**config.mk**
```make
export PLATFORM = sky130hd
export DESIGN_NAME = csr_file_flat
export DESIGN_NICKNAME = d
export VERILOG_FILES = /design/src/rtl/csr_file_if.sv /design/src/rtl/csr_file.sv /design/src/flat_wrapper.sv
export SDC_FILE = /design/constraint.sdc
export NUM_CORES = 1
export LEC_CHECK = 0
export BUFFER_PORTS_ARGS = -buffer_cell sky130_fd_sc_hd__buf_2
export CAP_MARGIN = 20
export CORE_AREA = 2 2 177 179
export CTS_CLUSTER_DIAMETER = 80
export DETAILED_ROUTE_END_ITERATION = 10
export DIE_AREA = 0 0 179 181
export PLACE_DENSITY = 0.66
export SYNTH_ARGS = -nofsm -noshare
export SYNTH_HDL_FRONTEND = slang
export SYNTH_SLANG_ARGS = --single-unit
```
**constraint.sdc**
```tcl
create_clock -name clk_i -period 2.6 [get_ports clk_i]
set_clock_uncertainty 0.05 [all_clocks]
set_input_delay 0.26 -clock clk_i [delete_from_list [all_inputs] [get_ports clk_i]]
set_output_delay 0.26 -clock clk_i [all_outputs]
set_load 0.05 [all_outputs]
```
**src/rtl/csr_file_if.sv**
```systemverilog
// Writeback-stage CSR write port and execute-stage CSR read port, bundled as one bus.
// Member names carry the direction as seen from the CSR file (the slave side).
`ifndef XLEN
`define XLEN 32
`endif

interface csr_file_if #(
  parameter int unsigned Xlen = `XLEN
) ();

  // Write port (writeback stage)
  logic            csr_we_i;
  logic [11:0]     csr_addr_i;
  logic [Xlen-1:0] csr_data_i;

  // Read port (execute stage)
  logic [11:0]     rd_addr_i;
  logic [Xlen-1:0] rd_data_o;
  logic            illegal_o;

  modport slave (
    input  csr_we_i,
    input  csr_addr_i,
    input  csr_data_i,
    input  rd_addr_i,
    output rd_data_o,
    output illegal_o
  );

  modport master (
    output csr_we_i,
    output csr_addr_i,
    output csr_data_i,
    output rd_addr_i,
    input  rd_data_o,
    input  illegal_o
  );

endinterface

```
**src/rtl/csr_file.sv**
```systemverilog
// Machine-mode CSR file: trap/mret state, trap vector, scratch, and the cycle/instret
// counters, with a combinational read port that forwards a same-cycle write.
`ifndef XLEN
`define XLEN 32
`endif

module csr_file (
  input  logic              clk_i,
  input  logic              rst_i,
  csr_file_if.slave         bus_if,
  input  logic              trap_i,
  input  logic [`XLEN-1:0]  trap_pc_i,
  input  logic [`XLEN-1:0]  trap_cause_i,
  input  logic [`XLEN-1:0]  trap_val_i,
  input  logic              mret_i,
  input  logic              instret_i,
  output logic [`XLEN-1:0]  mtvec_o,
  output logic [`XLEN-1:0]  mepc_o,
  output logic              mie_o
);

  localparam int unsigned Xlen = `XLEN;

  localparam logic [11:0] AddrMstatus  = 12'h300;
  localparam logic [11:0] AddrMisa     = 12'h301;
  localparam logic [11:0] AddrMie      = 12'h304;
  localparam logic [11:0] AddrMtvec    = 12'h305;
  localparam logic [11:0] AddrMscratch = 12'h340;
  localparam logic [11:0] AddrMepc     = 12'h341;
  localparam logic [11:0] AddrMcause   = 12'h342;
  localparam logic [11:0] AddrMtval    = 12'h343;
  localparam logic [11:0] AddrMip      = 12'h344;
  localparam logic [11:0] AddrMcycle   = 12'hB00;
  localparam logic [11:0] AddrMinstret = 12'hB02;
  localparam logic [11:0] AddrCycle    = 12'hC00;
  localparam logic [11:0] AddrInstret  = 12'hC02;
  localparam logic [11:0] AddrMhartid  = 12'hF14;

  // MXL encodes the native width; only the base integer ISA (I, bit 8) is advertised.
  localparam logic [1:0]      Mxl     = (Xlen == 64) ? 2'd2 : ((Xlen == 128) ? 2'd3 : 2'd1);
  localparam logic [Xlen-1:0] MisaVal = {Mxl, {(Xlen - 2){1'b0}}} | Xlen'(9'h100);

  // mstatus as software sees it: only MIE/MPIE are stored, MPP is hardwired to M-mode.
  function automatic logic [Xlen-1:0] pack_mstatus(input logic mie, input logic mpie);
    logic [Xlen-1:0] v;
    v        = '0;
    v[3]     = mie;
    v[7]     = mpie;
    v[12:11] = 2'b11;
    return v;
  endfunction

  // State
  logic            mstatus_mie_q, mstatus_mie_d;
  logic            mstatus_mpie_q, mstatus_mpie_d;
  logic [Xlen-1:0] mie_q, mie_d;
  logic [Xlen-1:0] mtvec_q, mtvec_d;
  logic [Xlen-1:0] mscratch_q, mscratch_d;
  logic [Xlen-1:0] mepc_q, mepc_d;
  logic [Xlen-1:0] mcause_q, mcause_d;
  logic [Xlen-1:0] mtval_q, mtval_d;
  logic [Xlen-1:0] mcycle_q, mcycle_d;
  logic [Xlen-1:0] minstret_q, minstret_d;

  // Write decode
  logic            wr_mstatus, wr_mie, wr_mtvec, wr_mscratch, wr_mepc;
  logic            wr_mcause, wr_mtval, wr_mcycle, wr_minstret;
  logic [Xlen-1:0] wdata;
  logic [Xlen-1:0] wdata_aligned;
  logic            do_mret;

  // Per-register read views with the same-cycle write already forwarded in
  logic            mstatus_mie_v, mstatus_mpie_v;
  logic [Xlen-1:0] mie_v, mtvec_v, mscratch_v, mepc_v, mcause_v, mtval_v;
  logic [Xlen-1:0] mcycle_v, minstret_v;

  // Decode which writable register, if any, the writeback stage targets this cycle
  always_comb begin
    wdata         = bus_if.csr_data_i;
    wdata_aligned = {bus_if.csr_data_i[Xlen-1:2], 2'b00};
    wr_mstatus    = bus_if.csr_we_i && (bus_if.csr_addr_i == AddrMstatus);
    wr_mie        = bus_if.csr_we_i && (bus_if.csr_addr_i == AddrMie);
    wr_mtvec      = bus_if.csr_we_i && (bus_if.csr_addr_i == AddrMtvec);
    wr_mscratch   = bus_if.csr_we_i && (bus_if.csr_addr_i == AddrMscratch);
    wr_mepc       = bus_if.csr_we_i && (bus_if.csr_addr_i == AddrMepc);
    wr_mcause     = bus_if.csr_we_i && (bus_if.csr_addr_i == AddrMcause);
    wr_mtval      = bus_if.csr_we_i && (bus_if.csr_addr_i == AddrMtval);
    wr_mcycle     = bus_if.csr_we_i && (bus_if.csr_addr_i == AddrMcycle);
    wr_minstret   = bus_if.csr_we_i && (bus_if.csr_addr_i == AddrMinstret);
    // A trap in the same cycle suppresses mret entirely.
    do_mret       = mret_i && !trap_i;
  end

  // Forward a same-cycle software write (masked) to the read port
  always_comb begin
    mstatus_mie_v  = wr_mstatus  ? wdata[3]      : mstatus_mie_q;
    mstatus_mpie_v = wr_mstatus  ? wdata[7]      : mstatus_mpie_q;
    mie_v          = wr_mie      ? wdata         : mie_q;
    mtvec_v        = wr_mtvec    ? wdata_aligned : mtvec_q;
    mscratch_v     = wr_mscratch ? wdata         : mscratch_q;
    mepc_v         = wr_mepc     ? wdata_aligned : mepc_q;
    mcause_v       = wr_mcause   ? wdata         : mcause_q;
    mtval_v        = wr_mtval    ? wdata         : mtval_q;
    mcycle_v       = wr_mcycle   ? wdata         : mcycle_q;
    minstret_v     = wr_minstret ? wdata         : minstret_q;
  end

  // Read mux; unimplemented addresses flag illegal and return zero
  always_comb begin
    bus_if.rd_data_o = '0;
    bus_if.illegal_o = 1'b0;
    unique case (bus_if.rd_addr_i)
      AddrMstatus:  bus_if.rd_data_o = pack_mstatus(mstatus_mie_v, mstatus_mpie_v);
      AddrMisa:     bus_if.rd_data_o = MisaVal;
      AddrMie:      bus_if.rd_data_o = mie_v;
      AddrMtvec:    bus_if.rd_data_o = mtvec_v;
      AddrMscratch: bus_if.rd_data_o = mscratch_v;
      AddrMepc:     bus_if.rd_data_o = mepc_v;
      AddrMcause:   bus_if.rd_data_o = mcause_v;
      AddrMtval:    bus_if.rd_data_o = mtval_v;
      AddrMip:      bus_if.rd_data_o = '0;
      AddrMcycle:   bus_if.rd_data_o = mcycle_v;
      AddrMinstret: bus_if.rd_data_o = minstret_v;
      AddrCycle:    bus_if.rd_data_o = mcycle_v;
      AddrInstret:  bus_if.rd_data_o = minstret_v;
      AddrMhartid:  bus_if.rd_data_o = '0;
      default:      bus_if.illegal_o = 1'b1;
    endcase
  end

  // Next state: software write first, then trap/mret override the registers they own
  always_comb begin
    mstatus_mie_d  = mstatus_mie_v;
    mstatus_mpie_d = mstatus_mpie_v;
    mie_d          = mie_v;
    mtvec_d        = mtvec_v;
    mscratch_d     = mscratch_v;
    mepc_d         = mepc_v;
    mcause_d       = mcause_v;
    mtval_d        = mtval_v;
    // A counter write replaces this cycle's increment rather than adding to it.
    mcycle_d       = wr_mcycle ? wdata : mcycle_q + {{(Xlen - 1){1'b0}}, 1'b1};
    minstret_d     = wr_minstret ? wdata : minstret_q + {{(Xlen - 1){1'b0}}, instret_i};

    if (trap_i) begin
      mepc_d         = {trap_pc_i[Xlen-1:2], 2'b00};
      mcause_d       = trap_cause_i;
      mtval_d        = trap_val_i;
      mstatus_mpie_d = mstatus_mie_q;
      mstatus_mie_d  = 1'b0;
    end else if (do_mret) begin
      mstatus_mie_d  = mstatus_mpie_q;
      mstatus_mpie_d = 1'b1;
    end
  end

  // State registers; synchronous reset drops anything arriving in the same cycle
  always_ff @(posedge clk_i) begin
    if (rst_i) begin
      mstatus_mie_q  <= 1'b0;
      mstatus_mpie_q <= 1'b0;
      mie_q          <= '0;
      mtvec_q        <= '0;
      mscratch_q     <= '0;
      mepc_q         <= '0;
      mcause_q       <= '0;
      mtval_q        <= '0;
      mcycle_q       <= '0;
      minstret_q     <= '0;
    end else begin
      mstatus_mie_q  <= mstatus_mie_d;
      mstatus_mpie_q <= mstatus_mpie_d;
      mie_q          <= mie_d;
      mtvec_q        <= mtvec_d;
      mscratch_q     <= mscratch_d;
      mepc_q         <= mepc_d;
      mcause_q       <= mcause_d;
      mtval_q        <= mtval_d;
      mcycle_q       <= mcycle_d;
      minstret_q     <= minstret_d;
    end
  end

  // Registered side outputs to the fetch/interrupt logic
  always_comb begin
    mtvec_o = mtvec_q;
    mepc_o  = mepc_q;
    mie_o   = mstatus_mie_q;
  end

endmodule
```
**src/flat_wrapper.sv**
```systemverilog
// flat-port wrapper written by rule: the top's interface ports become plain ports
module csr_file_flat 
  (clk_i, rst_i, trap_i, trap_pc_i, trap_cause_i, trap_val_i, mret_i, instret_i, mtvec_o, mepc_o, mie_o, bus_if_csr_we_i, bus_if_csr_addr_i, bus_if_csr_data_i, bus_if_rd_addr_i, bus_if_rd_data_o, bus_if_illegal_o);
  csr_file_if bus_if_i ();
  input  logic clk_i;
  input  logic rst_i;
  input  logic trap_i;
  input  logic [`XLEN-1:0] trap_pc_i;
  input  logic [`XLEN-1:0] trap_cause_i;
  input  logic [`XLEN-1:0] trap_val_i;
  input  logic mret_i;
  input  logic instret_i;
  output logic [`XLEN-1:0] mtvec_o;
  output logic [`XLEN-1:0] mepc_o;
  output logic mie_o;
  input wire logic [$bits(bus_if_i.csr_we_i)-1:0] bus_if_csr_we_i;
  input wire logic [$bits(bus_if_i.csr_addr_i)-1:0] bus_if_csr_addr_i;
  input wire logic [$bits(bus_if_i.csr_data_i)-1:0] bus_if_csr_data_i;
  input wire logic [$bits(bus_if_i.rd_addr_i)-1:0] bus_if_rd_addr_i;
  output wire logic [$bits(bus_if_i.rd_data_o)-1:0] bus_if_rd_data_o;
  output wire logic [$bits(bus_if_i.illegal_o)-1:0] bus_if_illegal_o;
  assign bus_if_i.csr_we_i = bus_if_csr_we_i;
  assign bus_if_i.csr_addr_i = bus_if_csr_addr_i;
  assign bus_if_i.csr_data_i = bus_if_csr_data_i;
  assign bus_if_i.rd_addr_i = bus_if_rd_addr_i;
  assign bus_if_rd_data_o = bus_if_i.rd_data_o;
  assign bus_if_illegal_o = bus_if_i.illegal_o;
  csr_file u_core (.clk_i(clk_i), .rst_i(rst_i), .bus_if(bus_if_i), .trap_i(trap_i), .trap_pc_i(trap_pc_i), .trap_cause_i(trap_cause_i), .trap_val_i(trap_val_i), .mret_i(mret_i), .instret_i(instret_i), .mtvec_o(mtvec_o), .mepc_o(mepc_o), .mie_o(mie_o));
endmodule
```
==> results.toml, run 1 <==
[synth]
async_reset_ff_share_pct = 0
ys_ff_latch = 258
synth-seq-area-share_pct = 38.0
synth_area_per_cell_sq_um = 8.40
postSynthCellCount = 1617
synth.most_common_cell = "nor2_1"
ys.flop_type = "dfxtp_1"
ys_types = 60
synthTopCellsByArea = "dfxtp_1, mux2i_1, nor2_1"
synth_edf_count = 0
synth_nets = 1778
synth_top_cell_area_share_pct = 38.0
synth_largest_area_cell = "dfxtp_1"
synth_common_cells = "nor2_1, dfxtp_1, mux2i_1, o22ai_1, clkbuf_1"
synth.cell_area_sq_um = 13600
synth-warning-count = 0

[floorplanning]
dieHeight_um = 181
initial_core_util_pct = 44.8
dieArea_sq_um = 32400
io_pins = 256
std_cell_rows = 64
core_area_sq_um = 30300
die_w_um = 179

[outcome]
status = "complete, but fails checks"
violations = "setup timing"

[power_and_ir_drop]
power.switching_uw = 2360
pwr-share-clk_pct = 44.9
switching_share_pct = 25.3
pwr-share-seq_pct = 43.8
combPwrFrac_pct = 11.3
p_leak_uw = 0.00922
p_int_uw = 6970
p_per_area_nw_per_um2 = 465
peakVddDrop_v = 0.000412

[clock_tree]
cts_tree = "done"
clk_latency_ns = 0.56
cts_buffers = 29
cts_htree_levels = 1
path_clk_slew_ns = 0.06
cts.path.max_buffers = 3
cts_root_buf = "clkbuf_16"
cts_sinks = 258

[sta]
setup_violations = 27
rsz0062_at_grt = "true"
tightest_slew_ns = 0.773
hold_violations = 0
finalWorstSetupSlack_ns = -0.159
slew_headroom_pct = 48.5
timing.final.crit_share_pct = 106
fmax_ghz = 0.363
period_minus_slack_ns = 2.76
slew_violations = 0

[global_route]
antenna_found_initial = 1
grt_usage_pct = 32.2
grt_first_pass_wirelength_um = 80900
grt.overflow.total = 0
grt_max_degree = 75
grt_pass1_vias = 14000

[placed_design]
routabilityCongestion = 0.941
io_buffers = 253
dp_slack_ns = -0.230
dp_hpwl_um = 36600

[setup_path]
slowest_stage = "nor4_2"
critPathMaxStageDelay_ns = 0.33
cp-end-kind = "primary output"
path_max_fanout = 13
cp_data_arrival_time_ns = 2.45
path_class = "in2out"
crit_required_ns = 2.29
path_cells = "buf_2, nor4_4, buf_6, nand4_4, buf_12, buf_4, mux2i_2, o22ai_1, nor4_2, buf_4, o21ai_2, buf_6"
worstSetupStartpointType = "input pin"

[routing]
ant_nets = 0
vias = 14600
wire_per_inst_um = 21.4
wirelength_um = 54000
drcViolationCount = 0
first_pass_iters = 5
vias_per_cell = 5.78
drt_iter0_drc = 1686

[finish]
drive_above_1_share_pct = 32.8
register_area_sq_um = 5160
finalNetCount = 2275
multi_input_area_sq_um = 8440
area_growth_pct = 47.8
num-fill-cells = 2361
postLayoutCoreUtil_pct = 66.2

[worst_hold_path]
hold_path_class = "in2reg"

[flow_run]
drv_cap = 0
timing repair:
action	4_1_cts	5_1_grt
setup buffers	18	2
pin swaps	14	13
gates resized for setup	108	113
hold buffers	97	0
endpoints found under the hold margin	99	0
cloned	2	2
setup endpoints to repair	32	32
metrics by stage:
stage | TNS, ns | hold WS (ns) | std cells | total power, uW | area (sq um)
2_1_floorplan | -0.00979 | 0.349 | 1617 | 4630 | 13700
3_3_place_gp | -3.73 | 0.420 | 2358 | 5020 | 16900
3_5_place_dp | -4.10 | 0.430 | 2358 | 5030 | 16900
4_1_cts | -1.60 | 0.0258 | 2526 | 9290 | 19500
5_1_grt | -4.79 | 0.0850 | 2531 | 9590 | 20100
6_report | -2.76 | 0.0467 | 2531 | 9330 | 20100
power by group through the flow:
stage                     Clock [uW]  Sequential (uW)  Combinational, uW
after floorplan                    0             4250                379
after global placement             0             4160                854
after detailed placement           0             4170                862
after CTS                       4210             4080               1000
after global routing            4380             4090               1120
final                           4190             4080               1060
cell usage in the layout, fill, tap and decap left out, types with 39 or more instances in the layout:
cell,n
buf_6,39
a21oi_1,96
a211oi_1,59
dlygate4sd3_1,97
o22ai_1,94
xnor2_1,39
nor2_1,369
nand2_1,61
mux2i_1,194
dfxtp_1,258
buf_2,214
buf_4,231
worst paths after layout:
| kind | start | to | cells after the start | slack, ns |
|---|---|---|---|---|
| worst max-delay path | bus_if_csr_addr_i[2] | bus_if_rd_data_o[30] | 12 | -0.16 |
| worst min-delay path | bus_if_csr_data_i[23] | u_core.mcycle_q[23] | 3 | 0.05 |
| worst max register to register | u_core.minstret_q[0] | u_core.minstret_q[30] | 7 | 0.24 |
| worst min register to register | u_core.mtvec_o[1] | u_core.mtvec_o[1] | 1 | 0.44 |
cell families after synthesis:
group | Yosys count | synth area share (%)
simple gates | 580 | 20.1
flops | 258 | 38.0
fa+ha+maj | 3 | 0.276
buf+inv | 166 | 5.31
xor+xnor | 60 | 3.87
mux | 257 | 19.1
compound gates | 293 | 13.4
final cells by class:
class,instances,share of cell area (%)
Clock inverter,6,0.417
Inverter,12,0.224
Clock buffer,45,4.36
Timing Repair Buffer,620,24.8
Multi-Input combinational cell,1193,42.0
Tap cell,396,2.47
Antenna cell,1,0.0125
Sequential cell,258,25.7
layer usage:
layer	GRT usage [%]	up-vias	part of all wire (%)
met3	6.29	128	9.9
met1	46.7	6971	43
met4	11.9	0	3.6
met5	0	-	0
li1	-	6738	-
met2	46.8	797	43
flip-flops by register name, indices dropped and copies added, names as in the netlist:
name,count
u_core.mie_q,32
u_core.mepc_o,32
u_core.mcycle_q,32
u_core.minstret_q,32
u_core.mscratch_q,32
u_core.mie_o,1
u_core.mstatus_mpie_q,1
u_core.mcause_q,32
u_core.mtvec_o,32
u_core.mtval_q,32
critical path: cells and delay by family:
kind	cells	cell delay [ns]
buf+inv	6	0.99
simple gates	3	0.75
mux	1	0.23
compound gates	2	0.21
Note: power is estimated with default switching activity, not from simulation.
==> run 2: changes to the inputs <==
--- a/config.mk
+++ b/config.mk
@@ -5,13 +5,13 @@
 export SDC_FILE = /design/constraint.sdc
 export NUM_CORES = 1
 export LEC_CHECK = 0
-export BUFFER_PORTS_ARGS = -buffer_cell sky130_fd_sc_hd__buf_2
 export CAP_MARGIN = 20
 export CORE_AREA = 2 2 177 179
 export CTS_CLUSTER_DIAMETER = 80
 export DETAILED_ROUTE_END_ITERATION = 10
 export DIE_AREA = 0 0 179 181
-export PLACE_DENSITY = 0.66
+export DONT_BUFFER_PORTS = 1
+export PLACE_DENSITY = 0.59
 export SYNTH_ARGS = -nofsm -noshare
 export SYNTH_HDL_FRONTEND = slang
 export SYNTH_SLANG_ARGS = --single-unit
==> run 2 against run 1 <==
Compared with the run above: the run still ends with setup timing left; maximum frequency is 4.3% higher; non-clock buffer count is 210 lower; sequential power is 2% higher; register-to-register slack worse by 0.11 ns; first-iteration DRC count is 4.7% lower; critical path type unchanged; critical endpoint is now bus_if_rd_data_o[24]; highest routed layer unchanged.
==> results.toml, run 2 (synthesis gave the netlist of run 1 again) <==
[setup_path]
cp-end-kind = "primary output"
path_max_fanout = 10
path_class = "in2out"
path_cells = "and4b_1, buf_12, nand4_4, buf_12, buf_4, mux2i_1, o22ai_1, or4_4"
rr_worst_depth = 8
path_depth = 8
worstSetupStartpointType = "input pin"
crit_required_ns = 2.29
cpMostUsedCell = "buf_12"
critPathTopFamily = "simple AND/OR/NAND/NOR gates"
cp_data_arrival_time_ns = 2.34
critPathLaunch = "bus_if_csr_addr_i[10]"
crit_end = "bus_if_rd_data_o[24]"
r2r_slack_ns = 0.13
crit_buf_inv = 3
slowest_stage = "or4_4"
critPathMaxStageDelay_ns = 0.57
rr_startpoint = "u_core.minstret_q[3]"
rr_endpoint = "u_core.minstret_q[15]"

[power_and_ir_drop]
p_leak_uw = 0.00853
p_per_area_nw_per_um2 = 508
design_power_total_uw = 9600
peakVddDrop_v = 0.000578

[sta]
timing.final.crit_share_pct = 102
setup_violations = 6
slew_headroom_pct = 45.4
finalWorstSetupSlack_ns = -0.0455
tightest_slew_ns = 0.819
hold_violations = 0
fmax_ghz = 0.378
period_minus_slack_ns = 2.65
rsz0062_at_grt = "true"
tns_ns = -0.113
slew_violations = 0

[floorplanning]
dieHeight_um = 181
core_area_sq_um = 30300
std_cell_rows = 64
io_pins = 256
initial_core_util_pct = 44.8
dieArea_sq_um = 32400
die_w_um = 179

[routing]
wirelength_um = 53400
vias = 13800
drcViolationCount = 0
ant_nets = 0
drt_iter0_drc = 1606
vias_per_cell = 5.94
first_pass_iters = 6
wire_per_inst_um = 23.0

[global_route]
grt_first_pass_wirelength_um = 79100
grt_usage_pct = 31.9
antenna_found_initial = 0
grt_max_degree = 133
grt.overflow.total = 0
grt_pass1_vias = 12800

[placed_design]
dp_hpwl_um = 33700
routabilityCongestion = 0.934
io_buffers = 0

[finish]
num-fill-cells = 2528
final_common_cell = "nor2_1"
drive_above_1_share_pct = 17.5
finalNetCount = 2066
final_cell_mix = "nor2_1, dfxtp_1, dlygate4sd3_1"
diodes = 0
postLayoutCoreUtil_pct = 62.3
area_growth_pct = 39.2

[outcome]
status = "complete, but fails checks"
violations = "setup timing"

[clock_tree]
cts.path.max_buffers = 3
cts_tree = "done"
clk_latency_ns = 0.56
path_clk_slew_ns = 0.06
cts_root_buf = "clkbuf_16"
cts_buffers = 30
cts_sinks = 258
cts_htree_levels = 1

[flow_run]
drv_cap = 0

[worst_hold_path]
hold_path_class = "in2reg"
[run 2: cell types whose count changed in the layout (fill, tap and decap cells not counted), moves of 4 or more]
cell           before  now
o22ai_2            17    5
mux2i_2            31   25
buf_2             214    0
a211oi_1           59   64
buf_12             26   18
o22ai_1            94  106
buf_8               7    0
bufinv_16           2    6
buf_6              39    6
buf_4             231  156
mux2i_4            22   11
a211oi_2            5    0
mux2i_1           194  211
dlygate4sd3_1      97  228
[run 2: layer usage]
metal / up-vias / track usage, % / share of wire (%)
li1: 6308 / - / -
met1: 6684 / 47.7 / 44
met2: 737 / 45.8 / 42
met3: 70 / 8.33 / 12
met4: 0 / 6.60 / 2.0
met5: - / 0 / 0
[run 2: layout make-up]
cell class	count	area [sq um]	share of cell area (%)
multi-input combinational	1193	8140	43.1
clock inverter	12	225	1.19
sequential	258	5170	27.3
clock buffer	44	893	4.73
inverter	12	45.0	0.238
tap	396	495	2.62
timing repair buffer	410	3940	20.8
[run 2: power by group]
part	switching, uW	total, uW	internal (uW)
Clock	1790	4760	2970
Sequential	113	4150	4040
Combinational	337	691	354
Total	2240	9600	7360
[run 2: tightest hold or removal path, delay by kind of cell]
family / cells / cell delay, ns
AOI/OAI and AO/OA: 1 / 0.05
muxes: 1 / 0.09
and+or+nand+nor: 2 / 0.19
[run 2: stage by stage]
| stage | instance area [sq um] | worst slack (ns) | cells | hold slack (ns) |
|---|---|---|---|---|
| global route | 18900 | -0.0701 | 2325 | 0.0508 |
| CTS | 18400 | 0.00535 | 2307 | 0.00425 |
| finish | 18900 | -0.0455 | 2325 | 0.000497 |
| floorplan | 13700 | -0.00651 | 1617 | 0.349 |
| global placement | 14900 | -0.194 | 2019 | 0.307 |
| detailed placement | 14900 | -0.132 | 2019 | 0.312 |
[run 2: worst min path at each step]
stage                     startpoint             endpoint  slack [ns]  cells past startpoint
2_1_floorplan         trap_val_i[30]   u_core.mtval_q[30]        0.35                      2
3_3_place_gp                  trap_i     u_core.mepc_o[1]        0.31                      1
3_5_place_dp                  trap_i     u_core.mepc_o[1]        0.31                      1
4_1_cts        bus_if_csr_data_i[11]  u_core.mcause_q[11]       0.004                      4
5_1_grt         bus_if_csr_data_i[3]    u_core.mtval_q[3]        0.05                      4
6_report        bus_if_csr_data_i[3]    u_core.mtval_q[3]      0.0005                      4
[run 2: repair_timing]
action	CTS	global route
endpoints found under the setup margin	14	39
pin swaps	6	14
setup buffers	3	17
gates resized for setup	16	70
hold endpoints to repair	258	1
hold buffers	229	1
==> run 3: changes to the inputs <==
--- a/config.mk
+++ b/config.mk
@@ -7,10 +7,12 @@
 export LEC_CHECK = 0
 export CAP_MARGIN = 20
 export CORE_AREA = 2 2 177 179
+export CTS_BUF_LIST = sky130_fd_sc_hd__clkbuf_8
 export CTS_CLUSTER_DIAMETER = 80
 export DETAILED_ROUTE_END_ITERATION = 10
 export DIE_AREA = 0 0 179 181
 export DONT_BUFFER_PORTS = 1
+export MAX_ROUTING_LAYER = met4
 export PLACE_DENSITY = 0.59
 export SYNTH_ARGS = -nofsm -noshare
 export SYNTH_HDL_FRONTEND = slang
==> run 3 against run 2 <==
Compared with the run above: critical path type unchanged; sequential power about the same; sequential share of layout area decreased by 0.67 points; highest routed layer unchanged; the run still ends with setup timing left; clock power shrank 16%.
==> results.toml, run 3 (synthesis gave the netlist of run 1 again) <==
[sta]
hold_violations = 0
setup_violations = 21
tightest_slew_ns = 0.854
timing.final.crit_share_pct = 103
slew_headroom_pct = 43.1
finalWorstSetupSlack_ns = -0.0655
period_minus_slack_ns = 2.67
rsz0062_at_grt = "true"
slew_violations = 0
fmax_ghz = 0.375

[setup_path]
crit_required_ns = 2.29
path_max_fanout = 10
worstSetupStartpointType = "input pin"
cp-end-kind = "primary output"
path_class = "in2out"
path_cells = "nor4b_2, nand4_4, buf_6, buf_6, mux2i_4, o22ai_1, nor4_1, buf_4, o21ai_2, buf_12"
critPathMaxStageDelay_ns = 0.40
cpMostUsedCell = "buf_6"
slowest_stage = "nor4b_2"
r2r_slack_ns = 0.10
cp_data_arrival_time_ns = 2.36

[outcome]
violations = "setup timing"
status = "complete, but fails checks"

[flow_run]
drv_cap = 0

[finish]
final_cell_mix = "nor2_1, dfxtp_1, dlygate4sd3_1"
postLayoutCoreUtil_pct = 63.9
area_growth_pct = 42.8
fin_area_sq_um = 19400
stdcell_count = 2365
multi_input_area_sq_um = 8430
drive_above_1_share_pct = 20.8
num-fill-cells = 2492
final_common_cell = "nor2_1"
register_area_sq_um = 5170
finalNetCount = 2094

[routing]
first_pass_iters = 5
vias = 14100
drcViolationCount = 0
ant_nets = 0
drt_iter0_drc = 1488
vias_per_cell = 5.98
wirelength_um = 56900
wire_per_inst_um = 24.1

[floorplanning]
dieHeight_um = 181
initial_core_util_pct = 44.8
io_pins = 256
dieArea_sq_um = 32400
die_w_um = 179
std_cell_rows = 64
core_area_sq_um = 30300

[power_and_ir_drop]
design_power_total_uw = 8830
p_per_area_nw_per_um2 = 455
p_leak_uw = 0.00865
peakVddDrop_v = 0.000443

[clock_tree]
cts_buffers = 47
clk_latency_ns = 0.57
path_clk_slew_ns = 0.06
cts.path.max_buffers = 3
cts_htree_levels = 2
cts_sinks = 258
cts_tree = "done"
cts_root_buf = "clkbuf_8"

[placed_design]
io_buffers = 0
dp_slack_ns = -0.104
dp.cells = 2020
placed_area_sq_um = 14900
routabilityCongestion = 0.922
dp_hpwl_um = 33900

[global_route]
grt_max_degree = 131
grt_usage_pct = 34.3
grt_first_pass_wirelength_um = 81500
grt_pass1_vias = 13400
grt.overflow.total = 0
antenna_found_initial = 1

[worst_hold_path]
hold_path_class = "in2reg"
-- run 3: changes by cell type in the layout (fill, tap and decap cells not counted), sizes merged --
cell / delta
clkinv: -1
clkbuf: +22
buf: +16
diode: +1
dlygate4sd3: -11
inv: +15
clkinvlp: +3
bufinv: -5
-- run 3: final timing paths --
| check | startpoint | end | cells after the start |
|---|---|---|---|
| max | bus_if_csr_addr_i[1] | bus_if_rd_data_o[30] | 10 |
| min | bus_if_csr_addr_i[6] | u_core.mscratch_q[31] | 4 |
| max reg2reg | u_core.minstret_q[2] | u_core.minstret_q[17] | 8 |
| min reg2reg | u_core.mscratch_q[26] | u_core.mscratch_q[26] | 2 |
-- run 3: what timing repair did --
action / in CTS / in global routing
resized for setup: 27 / 136
endpoints found under the hold margin: 258 / 0
setup buffers: 12 / 20
pin swaps: 11 / 32
endpoints found under the setup margin: 15 / 37
hold buffers: 219 / 0
cloned: 3 / 6
-- run 3: worst max-delay path, delay by kind of cell --
kind                   cells  cell delay [ns]
and+or+nand+nor            3             0.98
AOI/OAI and AO/OA          2             0.20
buffers and inverters      4             0.69
muxes                      1             0.22
-- run 3: metrics by stage --
stage	setup TNS (ns)	hold slack, ns
6_report	-0.712	0.0535
3_5_place_dp	-0.516	0.312
5_1_grt	-2.17	0.0637
2_1_floorplan	-0.00979	0.349
3_3_place_gp	-0.278	0.306
4_1_cts	-0.414	0.0511
-- run 3: cell type report --
| cell class | count | share of cell area, % |
|---|---|---|
| diodes | 1 | 0.0129 |
| inverters | 12 | 0.232 |
| flip-flops and latches | 258 | 26.7 |
| repair buffers | 421 | 22.1 |
| clock inverters | 24 | 0.684 |
| clock buffers | 60 | 4.26 |
| multi-input cells | 1193 | 43.5 |
| well taps | 396 | 2.55 |
-- run 3: layer usage --
layer / wire [um] / track usage [%] / part of all wire, %
met5: 0 / - / 0
met4: 1370 / 8.81 / 2.4
met1: 24200 / 48.0 / 42
met3: 7000 / 10.5 / 12
met2: 24400 / 47.5 / 43
-- run 3: report_power, final --
part           internal, uW  switching, uW
clock network          2160           1820
logic                   356            335
registers              4040            117
total                  6560           2270
